<file path="src/rtl/main_bus_arbiter_pkg.sv">
// Shared definitions for the main bus arbiter and its round-robin picker.
package main_bus_arbiter_pkg;

  // Data beats carried by one main-bus transaction.
  localparam int DATAPAYLOADSIZE = 4;

  // Cycles a granted master may idle before its grant is revoked.
  localparam int ARB_TIMEOUT = 8;

  // Arbiter FSM states.
  typedef enum logic [1:0] {
    ARB_IDLE,
    ARB_GRANT,
    ARB_XFER,
    ARB_RELEASE
  } arb_state_t;

endpackage

</file>
<file path="src/rtl/main_bus_arbiter_rr_pick.sv">
// Round-robin picker: finds the first active request after the last owner.
module main_bus_arbiter_rr_pick #(
  parameter int NREQ = 2
) (
  input  logic [NREQ-1:0]         req,
  input  logic [$clog2(NREQ)-1:0] last,
  output logic                    valid,
  output logic [$clog2(NREQ)-1:0] winner
);

  localparam int IW = $clog2(NREQ);

  // Candidate index for each rotation offset 1..NREQ, wrapped modulo NREQ.
  logic [NREQ-1:0] hit;
  logic [IW-1:0]   cand [NREQ];

  for (genvar gi = 0; gi < NREQ; gi++) begin : g_cand
    localparam int OFS = gi + 1;
    logic [IW:0] sum;
    assign sum       = {1'b0, last} + (IW+1)'(OFS);
    assign cand[gi]  = (sum >= (IW+1)'(NREQ)) ? IW'(sum - (IW+1)'(NREQ)) : IW'(sum);
    assign hit[gi]   = req[cand[gi]];
  end

  // Scan from the farthest offset down so the nearest requester wins.
  always_comb begin
    valid  = 1'b0;
    winner = '0;
    for (int i = NREQ - 1; i >= 0; i--) begin
      if (hit[i]) begin
        valid  = 1'b1;
        winner = cand[i];
      end
    end
  end

endmodule

</file>
<file path="src/rtl/main_bus_arbiter.sv">
// Round-robin arbiter for the shared main bus: one grant per transaction,
// beat tracking, a one-cycle turnaround, grant timeout and stray AddrValid
// detection. All outputs come straight from flops.
module main_bus_arbiter
  import main_bus_arbiter_pkg::*;
#(
  parameter int NREQ            = 2,
  parameter int DATAPAYLOADSIZE = main_bus_arbiter_pkg::DATAPAYLOADSIZE,
  parameter int TIMEOUT         = ARB_TIMEOUT
) (
  input  logic                               clk,
  input  logic                               resetL,
  input  logic [NREQ-1:0]                    req,
  input  logic                               addr_valid,
  output logic [NREQ-1:0]                    gnt,
  output logic [$clog2(NREQ)-1:0]            gnt_id,
  output logic                               bus_busy,
  output logic [$clog2(DATAPAYLOADSIZE)-1:0] beat_cnt,
  output logic                               timeout_err,
  output logic                               proto_err,
  output logic [$clog2(NREQ)-1:0]            err_id
);

  localparam int IW = $clog2(NREQ);
  localparam int BW = $clog2(DATAPAYLOADSIZE);
  localparam int WW = (TIMEOUT > 1) ? $clog2(TIMEOUT) : 1;

  arb_state_t    state_reg, state_next;
  logic [IW-1:0] owner_reg, owner_next;
  logic [IW-1:0] last_reg, last_next;
  logic [WW-1:0] wait_reg, wait_next;
  logic [BW-1:0] beat_reg, beat_next;
  logic          timeout_fire;

  logic          pick_valid;
  logic [IW-1:0] pick_id;

  logic [NREQ-1:0] gnt_next;
  logic [IW-1:0]   gnt_id_next;
  logic            busy_next;
  logic            proto_next;
  logic [IW-1:0]   err_id_next;
  logic            active_next;

  main_bus_arbiter_rr_pick #(
    .NREQ (NREQ)
  ) u_pick (
    .req    (req),
    .last   (last_reg),
    .valid  (pick_valid),
    .winner (pick_id)
  );

  // State register plus owner, priority pointer, wait and beat counters.
  always_ff @(posedge clk or negedge resetL) begin
    if (!resetL) begin
      state_reg <= ARB_IDLE;
      owner_reg <= '0;
      last_reg  <= IW'(NREQ - 1);
      wait_reg  <= '0;
      beat_reg  <= '0;
    end else begin
      state_reg <= state_next;
      owner_reg <= owner_next;
      last_reg  <= last_next;
      wait_reg  <= wait_next;
      beat_reg  <= beat_next;
    end
  end

  // Next-state logic: arbitration, address wait, burst and turnaround.
  always_comb begin
    state_next   = state_reg;
    owner_next   = owner_reg;
    last_next    = last_reg;
    wait_next    = wait_reg;
    beat_next    = beat_reg;
    timeout_fire = 1'b0;
    case (state_reg)
      ARB_IDLE: begin
        if (pick_valid) begin
          state_next = ARB_GRANT;
          owner_next = pick_id;
          wait_next  = '0;
        end
      end
      ARB_GRANT: begin
        // addr_valid takes precedence over both withdrawal and timeout.
        if (addr_valid) begin
          state_next = ARB_XFER;
          beat_next  = '0;
        end else if (!req[owner_reg]) begin
          state_next = ARB_RELEASE;
          last_next  = owner_reg;
        end else if (wait_reg == WW'(TIMEOUT - 1)) begin
          state_next   = ARB_RELEASE;
          last_next    = owner_reg;
          timeout_fire = 1'b1;
        end else begin
          wait_next = wait_reg + WW'(1);
        end
      end
      ARB_XFER: begin
        // The burst always runs to completion regardless of req.
        if (beat_reg == BW'(DATAPAYLOADSIZE - 1)) begin
          state_next = ARB_RELEASE;
          beat_next  = '0;
          last_next  = owner_reg;
        end else begin
          beat_next = beat_reg + BW'(1);
        end
      end
      ARB_RELEASE: begin
        state_next = ARB_IDLE;
      end
      default: begin
        state_next = ARB_IDLE;
      end
    endcase
  end

  assign active_next = (state_next == ARB_GRANT) || (state_next == ARB_XFER);

  for (genvar gi = 0; gi < NREQ; gi++) begin : g_gnt
    assign gnt_next[gi] = active_next && (owner_next == IW'(gi));
  end

  // Output next values: grant follows the upcoming state, errors latch an id.
  always_comb begin
    gnt_id_next = active_next ? owner_next : '0;
    busy_next   = (state_next != ARB_IDLE);
    proto_next  = addr_valid && (state_reg != ARB_GRANT);
    err_id_next = err_id;
    if (timeout_fire) begin
      err_id_next = owner_reg;
    end else if (proto_next) begin
      err_id_next = gnt_id;
    end
  end

  // Registered outputs; reset clears them immediately with no error pulse.
  always_ff @(posedge clk or negedge resetL) begin
    if (!resetL) begin
      gnt         <= '0;
      gnt_id      <= '0;
      bus_busy    <= 1'b0;
      timeout_err <= 1'b0;
      proto_err   <= 1'b0;
      err_id      <= '0;
    end else begin
      gnt         <= gnt_next;
      gnt_id      <= gnt_id_next;
      bus_busy    <= busy_next;
      timeout_err <= timeout_fire;
      proto_err   <= proto_next;
      err_id      <= err_id_next;
    end
  end

  assign beat_cnt = beat_reg;

endmodule

</file>
<file path="config.mk">
export PLATFORM = sky130hd
export DESIGN_NAME = main_bus_arbiter
export DESIGN_NICKNAME = d
export VERILOG_FILES = /design/src/rtl/main_bus_arbiter_pkg.sv /design/src/rtl/main_bus_arbiter_rr_pick.sv /design/src/rtl/main_bus_arbiter.sv
export SDC_FILE = /design/constraint.sdc
export NUM_CORES = 1
export LEC_CHECK = 0
export CAP_MARGIN = 25
export CORE_MARGIN = 2
export CORE_UTILIZATION = 45
export CTS_BUF_LIST = sky130_fd_sc_hd__clkbuf_8 sky130_fd_sc_hd__clkbuf_16
export CTS_CLUSTER_DIAMETER = 30
export DETAILED_ROUTE_END_ITERATION = 10
export GPL_TIMING_DRIVEN = 1
export PLACE_DENSITY_LB_ADDON = 0.05
export SETUP_SLACK_MARGIN = 0.2
export SLEW_MARGIN = 20
export SYNTH_ARGS = -nofsm -noshare
export SYNTH_HDL_FRONTEND = slang
export SYNTH_SLANG_ARGS = --single-unit
</file>
<file path="constraint.sdc">
create_clock -name clk -period 3.9 [get_ports clk]
set_input_delay 1.17 -clock clk [delete_from_list [all_inputs] [get_ports clk]]
set_output_delay 1.17 -clock clk [all_outputs]
set_load 0.005 [all_outputs]
</file>
Word level (Yosys, flattened, before mapping)
Cells that the tools add are included.
{"block": "totals", "regBits": 16, "inputBits": 5, "word_cells": 90}
{"block": "classes", "addsub": 6, "n_lt_le_gt_ge": 5, "n_eq_ne": 15, "muxes": 40, "bitwise": 1, "reduce_logical": 12}
{"cell": "1-bit two-way mux", "count": 25}
{"cell": "2-bit two-way mux", "count": 7}
{"cell": "3-bit two-way mux", "count": 4}
{"cell": "2-bit inequality test (second input constant)", "count": 6}
{"cell": "2-bit equality test (second input constant)", "count": 4}
{"cell": "2-bit one-hot mux with 4 select lines", "count": 1}
{"cell": "2-bit nonzero test", "count": 4}
{"cell": "1-bit by 2-bit less-than comparator with 1-bit output (second input constant)", "count": 3}
{"cell": "3-bit one-hot mux with 2 select lines", "count": 1}
{"cell": "5-bit AND reduction", "count": 1}
{"cell": "2-bit by 1-bit equality test with 1-bit output (second input constant)", "count": 2}
{"cell": "2-bit greater-or-equal comparator (second input constant)", "count": 2}
{"cell": "2-bit one-hot mux with 2 select lines", "count": 1}
{"cell": "4-bit AND reduction", "count": 1}
{"cell": "3-bit by 1-bit adder with 3-bit output (second input constant)", "count": 1}
{"cell": "3-bit equality test (second input constant)", "count": 1}
{"cell": "1-bit logical AND", "count": 3}
{"cell": "3-bit inequality test (second input constant)", "count": 1}
{"cell": "1-bit by 1-bit adder with 2-bit output (second input constant)", "count": 1}
{"cell": "1-bit by 2-bit adder with 2-bit output (second input constant)", "count": 1}
{"cell": "2-bit by 1-bit adder with 2-bit output (second input constant)", "count": 1}
{"cell": "2-bit zero test", "count": 1}
{"cell": "2-bit by 1-bit inequality test with 1-bit output (second input constant)", "count": 1}
{"cell": "1-bit one-hot mux with 2 select lines", "count": 1}
{"cell": "4 further kinds", "count": 5}

Longest topological paths before layout
{"block": "depth", "word_depth": 12, "ltp_mapped": 7, "ltp_nobuf": 7}

Modules after synthesis
Synthesis repeated with hierarchy kept, for this count alone.
{"block": "unflattened", "cells_unflattened": 74, "area_unflattened_um2": 774.5}
{"mod": "main_bus_arbiter", "instances": 1, "cells_per_inst": 72, "area_per_inst_um2": 760.7, "seq_area_each_um2": 376.6}
{"mod": "main_bus_arbiter_rr_pick", "instances": 1, "cells_per_inst": 2, "area_per_inst_um2": 13.8, "seq_area_each_um2": 0.0}

Least setup slack after synthesis
OpenSTA, ideal clock, no wires.
{"block": "synth_timing", "path_type": "input port to flip-flop", "start": "input req[1]", "end": "register gnt[1]", "arrival_ns": 2.116, "required_ns": 3.781, "slack_ns": 1.665, "path_stages": 6, "path_buffers": 0, "path_cell_list": "mux2i_1 > or2_4 > nor2_1 > o21a_1 > ha_1 > and2_1"}
{"block": "synth_via", "elab_chain_len": 9, "word_cells_on_any_way": 20, "cone_classes": "eq/ne (2); mux (16); reduce/logical (2)"}
{"item": "from (decl)", "line": "main_bus_arbiter.sv:13", "rtl": "input logic [NREQ-1:0] req,"}
{"item": "1-bit two-way mux (not written as such) (2 in a row)", "line": "main_bus_arbiter_rr_pick.sv:22", "rtl": "assign hit[gi] = req[cand[gi]];"}
{"item": "1-bit two-way mux (2 in a row)", "line": "main_bus_arbiter_rr_pick.sv:30", "rtl": "if (hit[i]) begin"}
{"item": "2-bit two-way mux", "line": "main_bus_arbiter.sv:81", "rtl": "if (pick_valid) begin"}
{"item": "2-bit one-hot mux with 4 select lines", "line": "main_bus_arbiter.sv:79", "rtl": "case (state_reg)"}
{"item": "2-bit by 1-bit equality test with 1-bit output / 2-bit equality test (equally long branches)", "line": "main_bus_arbiter.sv:122", "rtl": "assign active_next = (state_next == ARB_GRANT) || (state_next == ARB_XFER);"}
{"item": "1-bit logical OR", "line": "main_bus_arbiter.sv:122"}
{"item": "1-bit logical AND *", "line": "main_bus_arbiter.sv:125", "rtl": "assign gnt_next[gi] = active_next && (owner_next == IW'(gi));"}
{"item": "to (signal assigned)", "line": "main_bus_arbiter.sv:151", "rtl": "gnt <= gnt_next;"}
{"item": "to (decl)", "line": "main_bus_arbiter.sv:15", "rtl": "output logic [NREQ-1:0] gnt,"}
Every way passes the cells marked *; elsewhere a longest branch is shown, timed or not. The select of a mux whose other input is x is not followed.
A chain may end at the register's enable or synchronous reset.

Final worst setup path
Same ends and word-level chain as after synthesis.

==> out/results.tsv <==
metric	value	unit
status	complete, no violations	
worst r2r src	wait_reg[0]$_DFFE_PN0P_	
Layout Nets	91	
f_max	378	MHz
Seq pwr share	0.408	
Sum Neg Setup Slack	0	ns
initial antenna violation count	0	
VDD IR max	0.454	mV
largest cells by area after synthesis	dfrtp_1, ha_1, mux2i_1	
worst hold path endpoint	wait_reg[1]$_DFFE_PN0P_	
post-cts hold buffer count	0	
die area	2000	um^2
Die W	44.8	um
Post-Route Skew	0.00132	ns
Worst-Margin Slew	0.672	ns
wire per inst	14.0	um
Mapped Avg Cell Area	11.2	um^2
Routed WL	1360	um
Hold Path Origin	wait_reg[1]$_DFFE_PN0P_	
post-CTS sizing	0	
Post-synth top cells	dfrtp_1, a21oi_1, nand2_1, nor2_1, ha_1	
Worst Hold Slack	0.509	ns
Clock Root Buffer	clkbuf_8	
final count of hold timing violations	0	
worst min path class	reg -> reg	
Worst Path Required	4.03	ns
Leak	0.414	nW
Critical Path AT	2.78	ns
Die Y	44.8	um
Antenna Diode Count	0	
area occupied by multi-input gates	338	um^2
TritonRoute pass-1 iters	3	
clock sink count	15	
Clk pwr share	0.174	
syn nets	76	
period utilization	0.679	
RR Endpoint	gnt[1]$_DFF_PN0_	
DR vias	519	
cell internal pwr	0.452	mW
Largest register FFs	3	
max-slew violation count	0	
Post-synth ARST share	1.00	
Net Sw Power	0.240	mW
predominant post-synthesis flop cell	dfrtp_1	
post-synthesis cell count	67	
Num CTS Buffers	3	
Startpoint Class	input port	
MaxCap Viol Count	0	
count of cell types in the netlist	26	
GP Congestion	0.737	
Core Region	1520	um^2
min cycle time layout	2.65	ns
row count	14	
Ports	14	
synth warn	0	
R2R cell count	7	
H-tree lvl count	1	
Yosys reg bits	15	
CTS clk-pin slew, worst paths	0.06	ns
Pwr Total	0.691	mW
critical path fanouts, max	5	
Switching Fraction	0.347	
hold depth	1	
post-synth top area cell	dfrtp_1	
WS Path Type	in -> reg	
Cell Area, Synth	748	um^2
Overflow after GRT	0	
number of global-route vias before repair	526	
busiest layer in global routing	met2	
pwr/cell area	751	nW/um^2
crit path capture type	flop	
post-route ant nets	0	
pin count of the biggest net entering global routing	16	
Fillers	126	
CTS tree	yes	
setup bufs post-CTS	0	
logic gate share of total power	0.418	
RSZ-0062 raised after global routing	false	
Register Area	377	um^2
met3 Use GR	0.0280	
port bufs	13	
most frequent cell after synthesis	dfrtp_1	
global-route wire length before repair	2280	um
DRC violations left	0	
Initial DRC Count	6	
DR vias/cell	5.35	
top cell type's share of synthesized area	0.468	
GR Util met1	0.208	
Rel. slew slack	0.551	
GR Util met2	0.255	
HPWL after detailed placement	1020	um
Post-synth EDFFs	0	
P&R area growth vs syn	23.1	%
Skew-Pair Late Insertion Delay	0.24	ns
post-synthesis sequential area ratio	0.503	
Tot GR Track Use	0.163	
fraction of final layout cells sized beyond drive strength 1	0.136	
fin util	0.604	
Starting Density	0.491	
final setup fails	0	
Max clock buf depth	2	
R2R Setup Slk	2.06	ns
-- worst max path at each step --
stage	startpoint	slack, ns	end
4_1_cts	req[1]	1.26	gnt[1]$_DFF_PN0_
3_5_place_dp	req[1]	1.02	gnt[1]$_DFF_PN0_
2_1_floorplan	req[1]	1.66	gnt[1]$_DFF_PN0_
5_1_grt	req[1]	1.18	gnt[1]$_DFF_PN0_
3_3_place_gp	req[1]	1.08	gnt[0]$_DFF_PN0_
6_report	req[1]	1.25	gnt[1]$_DFF_PN0_
-- area by class of cell --
| cell class | count | share of cell area |
|---|---|---|
| Sequential cell | 15 | 0.409 |
| Timing Repair Buffer | 13 | 0.141 |
| Clock buffer | 3 | 0.0448 |
| Multi-Input combinational cell | 46 | 0.367 |
| Tap cell | 16 | 0.0217 |
| Inverter | 3 | 0.0122 |
| Clock inverter | 1 | 0.00408 |
-- layer usage --
layer / up-vias / wire, um
li1: 264 / -
met1: 241 / 645
met2: 12 / 632
met3: 2 / 63
met4: 0 / 18
met5: - / 0
-- critical path: stages --
cell	delay (ns)
clkdlybuf4s50_1	0.49
mux2i_1	0.28
or2_4	0.19
nor2_1	0.05
o21a_1	0.18
ha_1	0.27
and2_1	0.14
-- placed cells by master, fill, tap and decap left out --
cell type / instances
or2_4: 1
mux2i_1: 3
clkdlybuf4s50_1: 13
a21oi_1: 5
clkbuf_8: 3
ha_1: 4
nor2b_1: 2
nand4_1: 1
nor3b_1: 2
mux2_4: 1
a22o_2: 2
nor3_1: 2
inv_1: 4
nor2_1: 5
nor4_4: 1
a31oi_1: 1
and2_1: 2
nand2_1: 5
dfstp_2: 1
a211oi_2: 1
o22ai_1: 1
o21ai_0: 2
dfrtp_1: 14
o21a_1: 1
o31ai_1: 1
mux2_2: 1
nand2b_1: 2
-- metrics by stage --
stage | cells | area, um^2 | setup slack (ns)
2_1_floorplan | 67 | 748 | 1.66
3_3_place_gp | 93 | 876 | 1.08
3_5_place_dp | 93 | 876 | 1.02
4_1_cts | 97 | 921 | 1.26
5_1_grt | 97 | 921 | 1.18
6_report | 97 | 921 | 1.25
-- logic make-up (layout without fill, tap and decap cells) --
logic type,Yosys count,count (layout),share of synthesized area
flip-flops,15,15,0.503
AO/OA/AOI/OAI,14,14,0.127
buffers and inverters,6,20,0.0451
multiplexers,5,5,0.0752
adder cells (fa/ha/maj),4,4,0.0669
AND/OR/NAND/NOR,23,23,0.182
-- power by group through the flow --
stage / clock, mW / sequential [mW] / combinational [mW]
after global placement: 0 / 0.283 / 0.283
after floorplan: 0 / 0.254 / 0.219
after global routing: 0.131 / 0.292 / 0.326
after detailed placement: 0 / 0.286 / 0.294
final: 0.120 / 0.282 / 0.289
after CTS: 0.125 / 0.283 / 0.295
No activity file was read; power rests on OpenSTA's default activity.
